**config.mk**
```make
export PLATFORM = sky130hd
export DESIGN_NAME = camera_frame_writer
export DESIGN_NICKNAME = d
export VERILOG_FILES = /design/src/rtl/camera_frame_writer.sv
export SDC_FILE = /design/constraint.sdc
export NUM_CORES = 1
export LEC_CHECK = 0
export ABC_CLOCK_PERIOD_IN_PS = 6200
export CAP_MARGIN = 10
export CORE_MARGIN = 2
export CORE_UTILIZATION = 55
export DETAILED_ROUTE_END_ITERATION = 6
export PLACE_DENSITY = 0.86
export SLEW_MARGIN = 20
export SYNTH_ARGS = -nofsm -noshare
export SYNTH_HDL_FRONTEND = slang
export SYNTH_SLANG_ARGS = --single-unit
export TNS_END_PERCENT = 20
```
**constraint.sdc**
```tcl
create_clock -name clk -period 6.2 [get_ports clk]
set_input_delay 1.86 -clock clk [delete_from_list [all_inputs] [get_ports clk]]
set_output_delay 1.86 -clock clk [all_outputs]
set_load 0.02 [all_outputs]
```
**src/rtl/camera_frame_writer.sv**
```systemverilog
// Camera pixel stream to frame-RAM write port with live / armed-snapshot / frozen modes.
// Optional build macro CAMERA_FRAME_WRITER_MIRROR_EN: horizontally mirrored write addressing.
module camera_frame_writer #(
    parameter int H_PIXELS = 640,
    parameter int V_LINES  = 480,
    parameter int ADDR_W   = 19
) (
    input  logic              clk,
    input  logic              rst,
    input  logic              frame_start,
    input  logic              pix_valid,
    input  logic [11:0]       pix_color,
    input  logic              snapshot_req,
    // "release" is a reserved word in SystemVerilog, hence the suffix
    input  logic              release_req,
    output logic              wr_en,
    output logic [ADDR_W-1:0] wr_addr,
    output logic [11:0]       wr_data,
    output logic              frame_done,
    output logic              frozen,
    output logic              short_frame,
    output logic              overrun
);

    localparam int COL_W = (H_PIXELS > 1) ? $clog2(H_PIXELS) : 1;
    localparam int ROW_W = (V_LINES > 1) ? $clog2(V_LINES) : 1;

    typedef enum logic [1:0] {S_IDLE, S_LIVE, S_ARMED, S_HOLD} state_t;

    state_t              state_q, state_d;
    logic [COL_W-1:0]    col_q, col_d, col_eff, col_term;
    logic [ROW_W-1:0]    row_q, row_d, row_eff;
    logic                full_q, full_d, full_eff;
    logic                started_q, started_d;
    logic                resync_q, resync_d, resync_eff;
    logic                snap_q, snap_d;
    logic                wr_en_q, wr_en_d;
    logic [ADDR_W-1:0]   wr_addr_q, wr_addr_d;
    logic [11:0]         wr_data_q, wr_data_d;
    logic                frame_done_q, frame_done_d;
    logic                short_q, short_d;
    logic                overrun_q, overrun_d;
    logic                capture, accept;

    always_ff @(posedge clk or negedge rst) begin
        if (!rst) begin
            state_q      <= S_IDLE;
            col_q        <= '0;
            row_q        <= '0;
            full_q       <= 1'b0;
            started_q    <= 1'b0;
            resync_q     <= 1'b0;
            snap_q       <= 1'b0;
            wr_en_q      <= 1'b0;
            wr_addr_q    <= '0;
            wr_data_q    <= '0;
            frame_done_q <= 1'b0;
            short_q      <= 1'b0;
            overrun_q    <= 1'b0;
        end else begin
            state_q      <= state_d;
            col_q        <= col_d;
            row_q        <= row_d;
            full_q       <= full_d;
            started_q    <= started_d;
            resync_q     <= resync_d;
            snap_q       <= snap_d;
            wr_en_q      <= wr_en_d;
            wr_addr_q    <= wr_addr_d;
            wr_data_q    <= wr_data_d;
            frame_done_q <= frame_done_d;
            short_q      <= short_d;
            overrun_q    <= overrun_d;
        end
    end

    always_comb begin
        state_d      = state_q;
        col_d        = col_q;
        row_d        = row_q;
        full_d       = full_q;
        started_d    = started_q;
        resync_d     = resync_q;
        snap_d       = snap_q;
        wr_en_d      = 1'b0;
        wr_addr_d    = wr_addr_q;
        wr_data_d    = wr_data_q;
        frame_done_d = 1'b0;
        short_d      = short_q;
        overrun_d    = overrun_q;
        col_eff      = col_q;
        row_eff      = row_q;
        full_eff     = full_q;
        resync_eff   = resync_q;
        capture      = (state_q == S_LIVE) || (state_q == S_ARMED);

        // A frame_start restarts the counters in the same cycle so a coincident pixel lands at 0
        if (capture && frame_start) begin
            if (!full_q && started_q) short_d = 1'b1;
            col_eff    = '0;
            row_eff    = '0;
            full_eff   = 1'b0;
            resync_eff = 1'b0;
            col_d      = '0;
            row_d      = '0;
            full_d     = 1'b0;
            started_d  = 1'b0;
            resync_d   = 1'b0;
            if (state_q == S_ARMED) snap_d = 1'b1;
        end

        accept = capture && pix_valid && !resync_eff && !(state_q == S_ARMED && release_req);

`ifdef CAMERA_FRAME_WRITER_MIRROR_EN
        col_term = COL_W'(H_PIXELS - 1) - col_eff;
`else
        col_term = col_eff;
`endif

        if (accept && full_eff) overrun_d = 1'b1;
        if (accept && !full_eff) begin
            wr_en_d   = 1'b1;
            wr_data_d = pix_color;
            wr_addr_d = ADDR_W'(row_eff) * ADDR_W'(H_PIXELS) + ADDR_W'(col_term);
            started_d = 1'b1;
            if (col_eff == COL_W'(H_PIXELS - 1)) begin
                if (row_eff == ROW_W'(V_LINES - 1)) begin
                    // Counters saturate on the last pixel until the next frame_start
                    full_d       = 1'b1;
                    frame_done_d = 1'b1;
                    col_d        = col_eff;
                    row_d        = row_eff;
                end else begin
                    col_d = '0;
                    row_d = row_eff + ROW_W'(1);
                end
            end else begin
                col_d = col_eff + COL_W'(1);
                row_d = row_eff;
            end
        end

        case (state_q)
            S_IDLE: begin
                if (frame_start) begin
                    state_d   = S_LIVE;
                    col_d     = '0;
                    row_d     = '0;
                    full_d    = 1'b0;
                    started_d = 1'b0;
                    resync_d  = 1'b0;
                end
            end
            S_LIVE: begin
                if (snapshot_req && !release_req) begin
                    state_d = S_ARMED;
                    snap_d  = 1'b0;
                end
            end
            S_ARMED: begin
                if (release_req) begin
                    state_d   = S_LIVE;
                    resync_d  = 1'b1;
                    started_d = 1'b0;
                    snap_d    = 1'b0;
                end else if (frame_done_d && snap_d) begin
                    state_d = S_HOLD;
                end
            end
            S_HOLD: begin
                if (release_req) begin
                    state_d   = S_LIVE;
                    resync_d  = 1'b1;
                    started_d = 1'b0;
                    snap_d    = 1'b0;
                end
            end
            default: state_d = S_IDLE;
        endcase
    end

    assign wr_en       = wr_en_q;
    assign wr_addr     = wr_addr_q;
    assign wr_data     = wr_data_q;
    assign frame_done  = frame_done_q;
    assign frozen      = (state_q == S_HOLD);
    assign short_frame = short_q;
    assign overrun     = overrun_q;

endmodule

```
==> summary.md, run 1 <==
| Metric | Value |
|---|---|
| I/O Buffers | 53 |
| EDFF count, synth | 0 |
| WL/cell | between 15 and 20 um |
| Arr. time, crit path | 5290 ps |
| GRT overflow | 0 |
| Overall die height | ~84 um |
| DR DRC count | 0 |
| Share of layout cells above drive strength 1 | 8.26% |
| CTS H-tree lvls | 3 |
| Max_slew headroom | a little under half |
| Mapped Area | between 3000 and 4000 um2 |
| Post-CTS setup buffer count | 0 |
| # resized after CTS | 0 |
| DP Worst Slack | about 900 ps |
| Kind of cell adding the most delay to the critical path | simple AND/OR/NAND/NOR gates |
| Power share of the clock group | approximately a quarter |
| Die ar. | ~7000 um2 |
| Initial DRT Pass Iterations | 5 |
| R2R cell count | 12 |
| Comb pwr share | around two fifths |
| Int Power | around 0.9 mW |
| Critical path required time | 6480 ps |
| Yosys reg bits | 60 |
| Largest area contributor in the netlist | dfrtp_1 |
| Diode count | 0 |
| CTS root buf | clkbuf_8 |
| CP Class | in2reg |
| Mapped Cells | slightly above 400 |
| Iter 0 DRT Violations | about 240 |
| Async SR Flop Fraction | 100% |
| Site Rows | 29 |
| Clock Path Buffers | 2 |
| Initial core utilization | a little under three fifths |
| Synth top area share | approximately 42% |
| Worst path depth | 11 |
| Fin Clk Skew | slightly below 6 ps |
| Via density | roughly 5.7 |
| Final Worst Setup Slack | about 1200 ps |
| Final period utilization | 80.9% |
| Clk_lat worst skew | roughly 340 ps |
| Fmax | between 150 and 200 MHz |
| Area growth, synth to finish | 22.1% |
| Layout Nets | around 490 |
| PwrDens | roughly 340 nW/um2 |
| Antenna violations before repair | 0 |
| Total GRT Usage | between 20% and 30% |
| Post-route core utilization | between 60 and 70% |
| Worst slew pin tran | about 820 ps |
| Global-route wire length before repair | 14000 um |
| Ys flop type | dfrtp_1 |
| Die width | around 84 um |
| Leakage | between 1.5 and 2 nW |
| DR vias | approximately 3100 |
| Detail Route Antenna Nets | 0 |
| HP Class | reg2reg |
| Final Hold Fails | 0 |
| CORE AREA | between 6000 and 7000 um2 |
| Setup TNS Final | 0 ps |
| Fin crit period | ~5000 ps |
| Final slew viol count | 0 |
| Maximum vdd drop | 0.447 mV |
| # IOs | between 50 and 60 |
| Worst-path maximum fanout | 19 |
| Most frequent cells after synthesis | nand2_1, dfrtp_1, nor2_1 |
| Slowest-stage cell, CP | clkdlybuf4s50_1 |
| RSZ-0062 raised after global routing | no |
| Psw | around 0.56 mW |
| Synth cell types | 53 |
| Hold path depth | 2 |
| Final setup violation count | 0 |
| Clock slew at reported path FFs | 70 ps |
| CP peak stage delay | 620 ps |
| Count leader, synth | nand2_1 |
| Max cap viols | 0 |
| Status | finished clean |
| Final HPWL DP | a little under 6000 um |
| Final wirelength | just over 8000 um |
| CP bufs+invs | 1 |
| Ys Warns | 0 |
| Syn_nets | between 400 and 500 |
| Routability congestion estimate | around 0.9 |
| Sw Ratio | 38.2% |
| Avg Cell Area, Syn | about 8.8 um2 |
| Vias in the first global route | approximately 3000 |
| Largest net degree at the start of global routing | 61 |
| # hold bufs at CTS | 0 |
| Ranking of synthesized cells by area | dfrtp_1, nand2_1, ha_1, xnor2_1, o21ai_0 |
| CP Capture Type | flop |
| CP Cell Sequence | clkdlybuf4s50_1 -> nand2_2 -> and3_1 -> ha_1 -> fa_1 -> xor2_1 -> o2111ai_1 -> nor4_1 -> nand3_1 -> nor3b_1 -> o31a_1 |
| Reg power frac | 34.7% |
| Cts bufs inserted | 9 |
| Sequential area share after synthesis | approximately 42% |
| CTS tree | built |
| Clock Sinks | 60 |
| Startpoint types | input pin |
cell families after synthesis:
logic type / Yosys count / share of synthesized area, %
buffers and inverters: 31 / 3.80
AOI/OAI and AO/OA: 68 / 12.5
muxes: 3 / 0.844
DFF: 60 / 42.2
adders and majority gates: 20 / 7.18
xor gates and xnor gates: 26 / 6.40
and+or+nand+nor: 198 / 27.0
through the flow:
stage | hold slack [ps] | cells | total power [mW] | area, um2
3_5_place_dp | 461 | 521 | 1.08 | 4130
2_1_floorplan | 464 | 406 | 0.866 | 3560
4_1_cts | 478 | 537 | 1.47 | 4340
5_1_grt | 498 | 537 | 1.54 | 4340
6_report | 478 | 537 | 1.46 | 4340
3_3_place_gp | 457 | 521 | 1.06 | 4130
registers in the layout (all words and copies together) (netlist names), 2 cells and up:
| register | flops |
|---|---|
| wr_addr | 19 |
| wr_data | 12 |
| col_q | 10 |
| row_q | 9 |
| state_q | 2 |
final timing paths:
kind	from	to	slack (ps)
setup / recovery	frame_start	wr_addr[18]	1190
hold / removal	wr_addr[14]	wr_addr[14]	480
setup reg to reg	state_q[0]	wr_addr[18]	2420
hold reg to reg	wr_addr[14]	wr_addr[14]	480
max in group asynchronous	rst	snap_q	4050
min in group asynchronous	rst	wr_addr[13]	1660
routing by layer:
layer / part of all wire, % / vias up / GRT usage [%]
li1: - / 1503 / -
met1: 45 / 1460 / 32.3
met2: 48 / 99 / 40.3
met3: 5.3 / 9 / 5.11
met4: 1.1 / 0 / 8.66
met5: 0 / - / 0
worst min-delay path, delay by kind of cell (launching register included):
family	cells	cell delay, ps
AO/OA/AOI/OAI	1	60
AND/OR/NAND/NOR	1	50
flip-flops	1	340
cell type report:
| type | count | area, um2 |
|---|---|---|
| clock buffer | 10 | 128 |
| tap | 77 | 96.3 |
| fill | 523 | 1970 |
| sequential | 60 | 1500 |
| timing repair buffer | 58 | 563 |
| clock inverter | 6 | 88.8 |
| multi-input combinational | 315 | 1920 |
| inverter | 11 | 41.3 |
placed cells by master, fill, tap and decap left out, types with 3 or more instances in the layout:
cell,Yosys,final
nor4_1,8,8
nor3b_1,3,3
nand3_1,11,11
or2_2,4,4
a211oi_1,4,4
mux2i_1,3,3
nor3_1,13,13
dfrtp_1,60,60
and3_1,7,7
nand2_1,83,82
and4_1,3,3
clkbuf_8,0,9
o21ai_0,27,27
ha_1,18,18
nor2b_1,5,5
a21oi_1,12,12
nor2_1,32,32
a31o_2,4,4
inv_1,11,11
and2_1,10,10
xor2_1,7,7
clkdlybuf4s50_1,0,52
xnor2_1,19,19
buf_4,1,5
nand4_1,8,8
power groups by stage:
stage / combinational, mW / clock (mW) / sequential [mW]
global placement: 0.549 / 0 / 0.513
finish: 0.568 / 0.387 / 0.507
detailed placement: 0.565 / 0 / 0.513
CTS: 0.568 / 0.392 / 0.507
global route: 0.620 / 0.409 / 0.515
floorplan: 0.289 / 0 / 0.576
Note: power is estimated with default switching activity, not from simulation.
==> inputs of run 2 (changes only) <==
Settings changed: ABC_CLOCK_PERIOD_IN_PS 6200 to 4300, CORE_UTILIZATION 55 to 49, PLACE_DENSITY 0.86 to 0.81.
Clock period 6.2 ns to 4.3 ns, I/O delays scaled along.
==> summary.md, run 2 (synthesized netlist as in run 1, its figures left out) <==
| Metric | Value |
|---|---|
| Status | finished clean (unchanged) |
| Via density | 5.44 (was 5.72) |
| Fmax | 256 MHz |
| Fin crit period | roughly 4000 ps |
| Detail Route Antenna Nets | 0 (unchanged) |
| CTS tree | built (unchanged) |
| Layout Nets | 516 (was 492) |
| Placed cell areas | 4330 um2 (was 4130 um2) |
| Global-route wire length before repair | 13800 um (was 14000 um) |
| Final Hold Fails | 0 (unchanged) |
| DR DRC count | 0 (unchanged) |
| Leakage | 2.09 nW (was 1.95 nW) |
| GRT overflow | 0 (unchanged) |
| Initial core utilization | 49.8% (was 56.3%) |
| Final wirelength | 8300 um (was 8270 um) |
| PwrDens | 479 nW/um2 (was 337 nW/um2) |
| Cell area after layout | 4560 um2 (was 4340 um2) |
| Vias in the first global route | 3007 (was 3031) |
| Non-Filler Instances | 583 (was 537) |
| Share of layout cells above drive strength 1 | 12.6% (was 8.26%) |
| Final period utilization | between 90% and 100% |
| Maximum vdd drop | 0.481 mV (was 0.447 mV) |
| Max cap viols | 0 (unchanged) |
| # resized after CTS | 0 (unchanged) |
| Final Worst Setup Slack | 392 ps (was 1190 ps) |
| Setup TNS Final | 0 ps (unchanged) |
| WL/cell | 14.2 um (was 15.4 um) |
| Final hold slack | 480 ps (was 478 ps) |
| Flip-flop count of the largest register after layout | 19 (unchanged) |
| Die ar. | 7960 um2 (was 7130 um2) |
| Largest net degree at the start of global routing | 61 (unchanged) |
| Post-route core utilization | 64.0% (was 68.8%) |
| Antenna violations before repair | 0 (unchanged) |
| Critical path required time | 4490 ps (was 6480 ps) |
| Total GRT Usage | 22.2% (was 24.5%) |
| # hold bufs at CTS | 0 (unchanged) |
| Reg power frac | 33.6% (was 34.7%) |
| Die width | 89.2 um (was 84.4 um) |
| Cell count after placement | 567 (was 521) |
| Clock Sinks | 60 (unchanged) |
| Most frequent cells in the layout | nand2_1, dfrtp_1, clkdlybuf4s50_1 (unchanged) |
| Int Power | 1.39 mW (was 0.903 mW) |
| Site Rows | 31 (was 29) |
| Diode count | 0 (unchanged) |
| Post-CTS setup buffer count | 0 (unchanged) |
| Power share of the clock group | 27.4% (was 26.5%) |
| CP Class | in2reg (unchanged) |
| DR vias | 3173 (was 3071) |
| Fillers | 588 (was 523) |
| Final HPWL DP | 6060 um (was 5850 um) |
| I/O Buffers | 53 (unchanged) |
| Iter 0 DRT Violations | 223 (was 239) |
| Clock Path Buffers | 2 (unchanged) |
| Tot Pwr | 2.19 mW (was 1.46 mW) |
| Worst slew pin tran | 781 ps (was 823 ps) |
| Final setup violation count | 0 (unchanged) |
| Max_slew headroom | 47.9% (was 45.1%) |
| CORE AREA | 7140 um2 (was 6310 um2) |
| Clk_lat worst skew | 340 ps (about the same) |
| Cts bufs inserted | 9 (unchanged) |
| CP Capture Type | flop (unchanged) |
| Sw Ratio | 36.3% (was 38.2%) |
| Commonest non-fill, non-tap cell in the layout | nand2_1 (unchanged) |
| RSZ-0062 raised after global routing | no (unchanged) |
| Worst-path maximum fanout | 8 (was 19) |
| Clock slew at reported path FFs | 70 ps (about the same) |
| Fin Clk Skew | 6.95 ps (was 5.95 ps) |
| Area growth, synth to finish | 28.3% (was 22.1%) |
| Initial DRT Pass Iterations | 4 (was 5) |
| Overall die height | 89.2 um (was 84.4 um) |
| DP Worst Slack | 33.1 ps (was 900 ps) |
| # IOs | 54 (unchanged) |
| Comb pwr share | 39.0% (was 38.8%) |
| CTS root buf | clkbuf_8 (unchanged) |
| CTS H-tree lvls | 3 (unchanged) |
| Routability congestion estimate | 0.905 (was 0.898) |
| Arr. time, crit path | 4100 ps (was 5290 ps) |
| HP Class | reg2reg (unchanged) |
| Final slew viol count | 0 (unchanged) |
| Psw | 0.793 mW (was 0.559 mW) |
| Startpoint types | input pin (unchanged) |
run 2: layout make-up:
cell class,instances,area [um2],area share [%]
clock inverters,5,100,2.19
multi-input cells,315,1920,42.1
well taps,99,124,2.71
clock buffers,11,131,2.88
flip-flops and latches,60,1500,32.9
inverters,11,41.3,0.905
repair buffers,82,743,16.3
run 2: per-layer routing:
metal / part of all wire [%] / track usage (%) / routed length (um) / up-vias
met5: 0 / 0 / 0 / -
met4: 1.1 / 6.92 / 93 / 0
met3: 5.7 / 6.19 / 477 / 13
met2: 47 / 35.6 / 3890 / 121
met1: 46 / 29.3 / 3840 / 1479
li1: - / - / - / 1560
run 2: final timing paths:
| path | from | endpoint | slack [ps] | depth (start not counted) |
|---|---|---|---|---|
| min reg2reg | wr_data[10] | wr_data[10] | 480 | 2 |
| max | frame_start | wr_addr[17] | 390 | 11 |
| min in group asynchronous | rst | wr_addr[14] | 920 | 1 |
| min | wr_data[10] | wr_data[10] | 480 | 2 |
| max in group asynchronous | rst | wr_en | 2720 | 2 |
| max reg2reg | state_q[0] | wr_addr[17] | 920 | 12 |
run 2: critical path, stage by stage:
cell and delay [ps]:
clkdlybuf4s50_1 530, nand2_2 130, and3_1 230, ha_1 220
fa_1 440, a211oi_1 280, o21ai_0 170, a221oi_1 360
nand4_1 150, xnor2_1 190, o21ai_0 100
run 2: power by group through the flow:
stage          clock [mW]  combinational (mW)  sequential (mW)
3_3_place_gp            0               0.838            0.738
4_1_cts             0.611               0.862            0.734
2_1_floorplan           0               0.417            0.831
5_1_grt             0.637               0.944            0.748
3_5_place_dp            0               0.858            0.743
6_report            0.599               0.854            0.734
